[config.mk]
export PLATFORM = sky130hd
export DESIGN_NAME = serial_source
export DESIGN_NICKNAME = d
export VERILOG_FILES = /design/src/rtl/serial_source_pkg.sv /design/src/rtl/serial_source_tx.sv /design/src/rtl/serial_source.sv
export SDC_FILE = /design/constraint.sdc
export NUM_CORES = 1
export LEC_CHECK = 0
export CAP_MARGIN = 20
export CORE_UTILIZATION = 33
export DETAILED_ROUTE_END_ITERATION = 8
export PLACE_DENSITY = 0.6
export SLEW_MARGIN = 5
export SYNTH_ARGS = -nofsm -noshare
export SYNTH_HDL_FRONTEND = slang
export SYNTH_SLANG_ARGS = --single-unit
[constraint.sdc]
create_clock -name clk -period 4.4 [get_ports clk]
set_clock_uncertainty 0.15 [all_clocks]
set_input_delay 0.66 -clock clk [delete_from_list [all_inputs] [get_ports clk]]
set_output_delay 0.66 -clock clk [all_outputs]
set_load 0.03 [all_outputs]
[src/rtl/serial_source_pkg.sv]
// Shared constants for the serial link endpoints: flit width, line levels,
// LFSR feedback taps and transmit FSM encodings.
`ifndef ADDR_SZ
`define ADDR_SZ 8
`endif

package serial_source_pkg;

  localparam int FLIT_W = `ADDR_SZ;

  localparam logic START_LVL = 1'b1;
  localparam logic IDLE_LVL  = 1'b0;

  // x^8 + x^6 + x^5 + x^4 + 1
  localparam logic [7:0] LFSR_TAPS = 8'hB8;

  typedef enum logic [1:0] {
    TX_IDLE  = 2'd0,
    TX_START = 2'd1,
    TX_SHIFT = 2'd2
  } tx_state_t;

endpackage

[src/rtl/serial_source_tx.sv]
// One-wire frame transmitter: one start bit followed by the flit LSB first,
// with at least one idle cycle between frames.
module serial_tx
  import serial_source_pkg::*;
#(
  parameter int DATA_W = FLIT_W
) (
  input  logic              clk,
  input  logic              reset,
  input  logic [DATA_W-1:0] data,
  input  logic              valid,
  output logic              pop,
  input  logic              channel_busy,
  output logic              serial_out,
  output logic              launch
);

  localparam int CNT_W = $clog2(DATA_W + 1);

  tx_state_t         state, state_d;
  logic [DATA_W-1:0] shift_q, shift_d;
  logic [CNT_W-1:0]  cnt_q, cnt_d;
  logic              line_d;

  always_ff @(posedge clk) begin
    if (!reset) begin
      state      <= TX_IDLE;
      shift_q    <= '0;
      cnt_q      <= '0;
      serial_out <= IDLE_LVL;
    end else begin
      state      <= state_d;
      shift_q    <= shift_d;
      cnt_q      <= cnt_d;
      serial_out <= line_d;
    end
  end

  // line_d is the level the line shows while in state_d
  always_comb begin
    state_d = state;
    shift_d = shift_q;
    cnt_d   = cnt_q;
    line_d  = IDLE_LVL;
    pop     = 1'b0;
    launch  = 1'b0;
    case (state)
      TX_IDLE: begin
        if (valid && !channel_busy) begin
          pop     = 1'b1;
          shift_d = data;
          state_d = TX_START;
          line_d  = START_LVL;
        end
      end
      TX_START: begin
        launch  = 1'b1;
        cnt_d   = '0;
        state_d = TX_SHIFT;
        line_d  = shift_q[0];
      end
      TX_SHIFT: begin
        shift_d = shift_q >> 1;
        if (cnt_q == CNT_W'(DATA_W - 1)) begin
          state_d = TX_IDLE;
        end else begin
          cnt_d  = cnt_q + 1'b1;
          line_d = shift_d[0];
        end
      end
      default: state_d = TX_IDLE;
    endcase
  end

endmodule

[src/rtl/serial_source.sv]
// Traffic-injection endpoint: LFSR-paced flit generator, small FIFO, serial
// transmitter and a windowed launch counter matching the sink's sampler.
module serial_source
  import serial_source_pkg::*;
#(
  parameter int                DATA_W      = FLIT_W,
  parameter int                RATE_W      = 8,
  parameter int                SAMPLE_BITS = 26,
  parameter logic [RATE_W-1:0] LFSR_SEED   = 'hA5,
  parameter int                FIFO_DEPTH  = 4
) (
  input  logic                   clk,
  input  logic                   reset,
  input  logic                   enable,
  input  logic [RATE_W-1:0]      rate,
  input  logic                   channel_busy,
  output logic                   serial_out,
  output logic [SAMPLE_BITS-1:0] throughput,
  output logic [15:0]            dropped
);

  localparam int PTR_W = $clog2(FIFO_DEPTH);

  logic [RATE_W-1:0]      lfsr;
  logic [DATA_W-1:0]      seq;
  logic [DATA_W-1:0]      mem [FIFO_DEPTH];
  logic [PTR_W-1:0]       wr_ptr, rd_ptr;
  logic [PTR_W:0]         count;
  logic [SAMPLE_BITS-1:0] sampler, running;
  logic                   full, empty, fire, push, pop, drop, launch;

  assign full  = (count == (PTR_W + 1)'(FIFO_DEPTH));
  assign empty = (count == '0);
  assign fire  = enable && (lfsr <= rate);
  // A same-cycle pop frees a slot, so a full FIFO can still accept
  assign push  = fire && (!full || pop);
  assign drop  = fire && !push;

  always_ff @(posedge clk) begin
    if (push) mem[wr_ptr] <= seq;
  end

  always_ff @(posedge clk) begin
    if (!reset) begin
      lfsr       <= LFSR_SEED;
      seq        <= '0;
      wr_ptr     <= '0;
      rd_ptr     <= '0;
      count      <= '0;
      dropped    <= '0;
      sampler    <= '0;
      running    <= '0;
      throughput <= '0;
    end else begin
      lfsr <= {lfsr[RATE_W-2:0], ^(lfsr & RATE_W'(LFSR_TAPS))};
      if (push) begin
        wr_ptr <= wr_ptr + 1'b1;
        seq    <= seq + 1'b1;
      end
      if (pop) rd_ptr <= rd_ptr + 1'b1;
      case ({push, pop})
        2'b10:   count <= count + 1'b1;
        2'b01:   count <= count - 1'b1;
        default: count <= count;
      endcase
      if (drop && (dropped != 16'hFFFF)) dropped <= dropped + 16'd1;
      // The closing cycle of each window is never counted, as in the sink
      if (&sampler) begin
        throughput <= running;
        running    <= '0;
        sampler    <= '0;
      end else begin
        sampler <= sampler + 1'b1;
        running <= running + SAMPLE_BITS'(launch);
      end
    end
  end

  serial_tx #(
    .DATA_W(DATA_W)
  ) u_tx (
    .clk         (clk),
    .reset       (reset),
    .data        (mem[rd_ptr]),
    .valid       (!empty),
    .pop         (pop),
    .channel_busy(channel_busy),
    .serial_out  (serial_out),
    .launch      (launch)
  );

endmodule

==> flow_summary.toml <==
[outcome]
outcome = "finished clean"

[global_routing]
grt_pass1_wl_um = 24000
antenna_found_initial = 0
grt.total_usage_pct = 13.8
grt_max_degree = 48
grt_pass1_vias = 4801
grt_overflow = 0

[worst_setup_path]
cp.required_ps = 4600
critical-path-max-stage-delay_ps = 640
rrSetupSlack_ps = 1600
worstSetupPathType = "in2reg"
r2r-start = "lfsr[5]"
crit_path_start_kind = "input pin"
crit_path_cell_trace = "clkdlybuf4s50_1 -> inv_1 -> ha_1 -> nand4_1 -> nor2_1 -> a211oi_4 -> o21ai_0 -> inv_1 -> fa_1 -> nand2_1 -> o22ai_1 -> mux2i_1"
critPathMaxFanout = 15
critPathTopFamily = "compound AO/OA/AOI/OAI gates"
crit_top_cell = "inv_1"
reg2reg_to = "count[2]"
cp.buffers_inverters = 3
cp-end-kind = "flip-flop"
r2r.worst_path.cells = 10
cp_slowest_cell = "a211oi_4"
arrival_ps = 3410
crit_cells = 12

[cells_and_area]
n_fill_cell = 2065
antenna_cells = 0
multi_input_area_um2 = 3140
regArea_um2 = 3640
nets = 786
syn_to_final_growth_pct = 19.4
fin_cells = 1043
layout-drive-gt1-share_pct = 7.94

[synth]
synth_area_um2 = 7020
ys_ff_latch = 166
synth_top_area_cell = "dfxtp_1"
synth_area_leaders = "dfxtp_1, edfxtp_1, nand2_1"
synthCells = 708
syn_area_per_cell_um2 = 9.92
synth_flop_cell = "dfxtp_1"
synthMostInstantiatedCell = "dfxtp_1"
yosys-top-cells-count = "dfxtp_1, nand2_1, nor2_1, a21oi_1, xor2_1"
netlist.area_leader.share_pct = 38.2
synth_edf_count = 32
syn_nets = 739
yosysWarnings = 0
ys_seq_area_share_pct = 51.9
ys_types = 51
synthArstFlopShare_pct = 0

[sta]
finalHoldViolations = 0
tightest_slew_ps = 947
period_share_pct = 72.9
slew_viol_final = 0
final.min_clock_period_ps = 3210
slew_headroom_pct = 36.9
rsz0062_at_grt = "false"
worst_slack_ps = 1190
max_freq_ghz = 0.312
holdWs_ps = 301
fin_setup_tns_ps = 0
setup_viol_count_final = 0

[route]
first_iter_violations = 266
drt_wl_total_um = 13900
drt_pass1_iterations = 4
route.detailed.drc = 0
vias_per_cell = 4.76
num_vias = 4966
routedWlPerCell_um = 13.3
ant_nets = 0

[pwr]
power.combinational.fraction_pct = 11.3
p_int_mw = 2.69
clkPwrFrac_pct = 41.3
vdd_ir_drop_max_mv = 0.277
p_seq_share_pct = 47.4
swShare_pct = 26.1
p_per_area_nw_per_um2 = 434
p_sw_uw = 950
p_leak_nw = 2.96

[clocking]
root_buffer = "clkbuf_16"
worstSkewPairLatency_ps = 420
cts_tree = "built"
cts_resized = 0
hold_buffers = 0
path_clk_slew_ps = 70
cts_buffers = 17
clockBufferDepth = 2
ctsHtreeMaxLevel = 4
cts.sinks = 166
cts_setup_buffers = 0

[placement]
pre_cts_ws_ps = 750
dp.cells = 1011
port_buffers = 54
place_congestion = 0.741
dp_hpwl_um = 9460

[die]
core-area_um2 = 21000
fp.dieH_um = 148
die-area_um2 = 21900
dieWidth_um = 148
row_count = 53
start_util_pct = 33.5
boundaryPins = 55

[worst_hold_path]
hold_path_startpoint = "throughput[19]"
whs_path_depth = 2
hold_path_end = "throughput[19]"
hp-class = "reg2reg"

[run]
maxCapViolations = 0
-- cells in the final DEF (no fill, tap or decap), types with 19 or more instances in the layout --
| cell type | Yosys | layout |
|---|---|---|
| dfxtp_1 | 134 | 134 |
| nand3_1 | 28 | 28 |
| edfxtp_1 | 32 | 32 |
| xnor2_1 | 32 | 32 |
| nand4_1 | 22 | 22 |
| nand2_1 | 98 | 98 |
| nor2_1 | 89 | 89 |
| clkdlybuf4s50_1 | 0 | 54 |
| a21oi_1 | 45 | 45 |
| clkbuf_16 | 0 | 19 |
| xor2_1 | 35 | 35 |
-- power by group through the flow --
stage / clock network, mW / registers [mW] / logic (mW)
after floorplan: 0 / 1.73 / 0.333
after global placement: 0 / 1.76 / 0.404
after detailed placement: 0 / 1.76 / 0.415
after CTS: 1.55 / 1.73 / 0.417
after global routing: 1.61 / 1.74 / 0.468
final: 1.51 / 1.73 / 0.411
-- logic make-up after synthesis --
logic type               Yosys count  share of synthesized area [%]
AND/OR/NAND/NOR                  317                           22.4
AO/OA/AOI/OAI                     69                           6.23
adder cells (fa/ha/maj)           19                           3.49
buffers and inverters             50                           3.42
multiplexers                      20                           4.28
flip-flops                       166                           51.9
XOR/XNOR                          67                           8.35
-- layout make-up --
| type | count | share of cell area, % |
|---|---|---|
| clock buffers | 19 | 5.67 |
| clock inverters | 13 | 1.57 |
| inverters | 18 | 0.805 |
| multi-input cells | 492 | 37.4 |
| flip-flops and latches | 166 | 43.4 |
| well taps | 275 | 4.10 |
| repair buffers | 60 | 6.98 |
-- metal layers --
metal,share of wire (%),track usage (%)
met3,3.8,3.61
met4,0.91,4.64
met1,51,19.0
met2,45,21.1
met5,0,0
-- per-stage QoR --
step,power [mW],instance area (µm²),utilization [%]
final,3.64,8390,40.0
after global routing,3.82,8390,40.0
after CTS,3.69,8390,40.0
after detailed placement,2.18,7780,37.1
after global placement,2.16,7780,37.1
after floorplan,2.06,7020,-
-- registers in the layout, indices dropped and copies added (netlist names), named ones only --
name	cells
sampler	26
lfsr	8
seq	8
throughput	26
running	26
u_tx.serial_out	1
wr_ptr	2
u_tx.shift_q	8
rd_ptr	2
mem	32
u_tx.cnt_q	4
count	3
dropped	16
u_tx.state	2
-- how the worst max path moves through the flow --
stage / end / from
3_5_place_dp: count[2] / rate[7]
6_report: count[2] / rate[7]
5_1_grt: mem[0][5] / rate[7]
3_3_place_gp: count[1] / rate[5]
4_1_cts: count[1] / rate[7]
2_1_floorplan: count[2] / rate[7]
-- worst min-delay path: stages (launching register included) --
cell	delay, ps
dfxtp_1	310
nand2_1	50
a21oi_1	50
No activity file was read; power rests on OpenSTA's default activity.
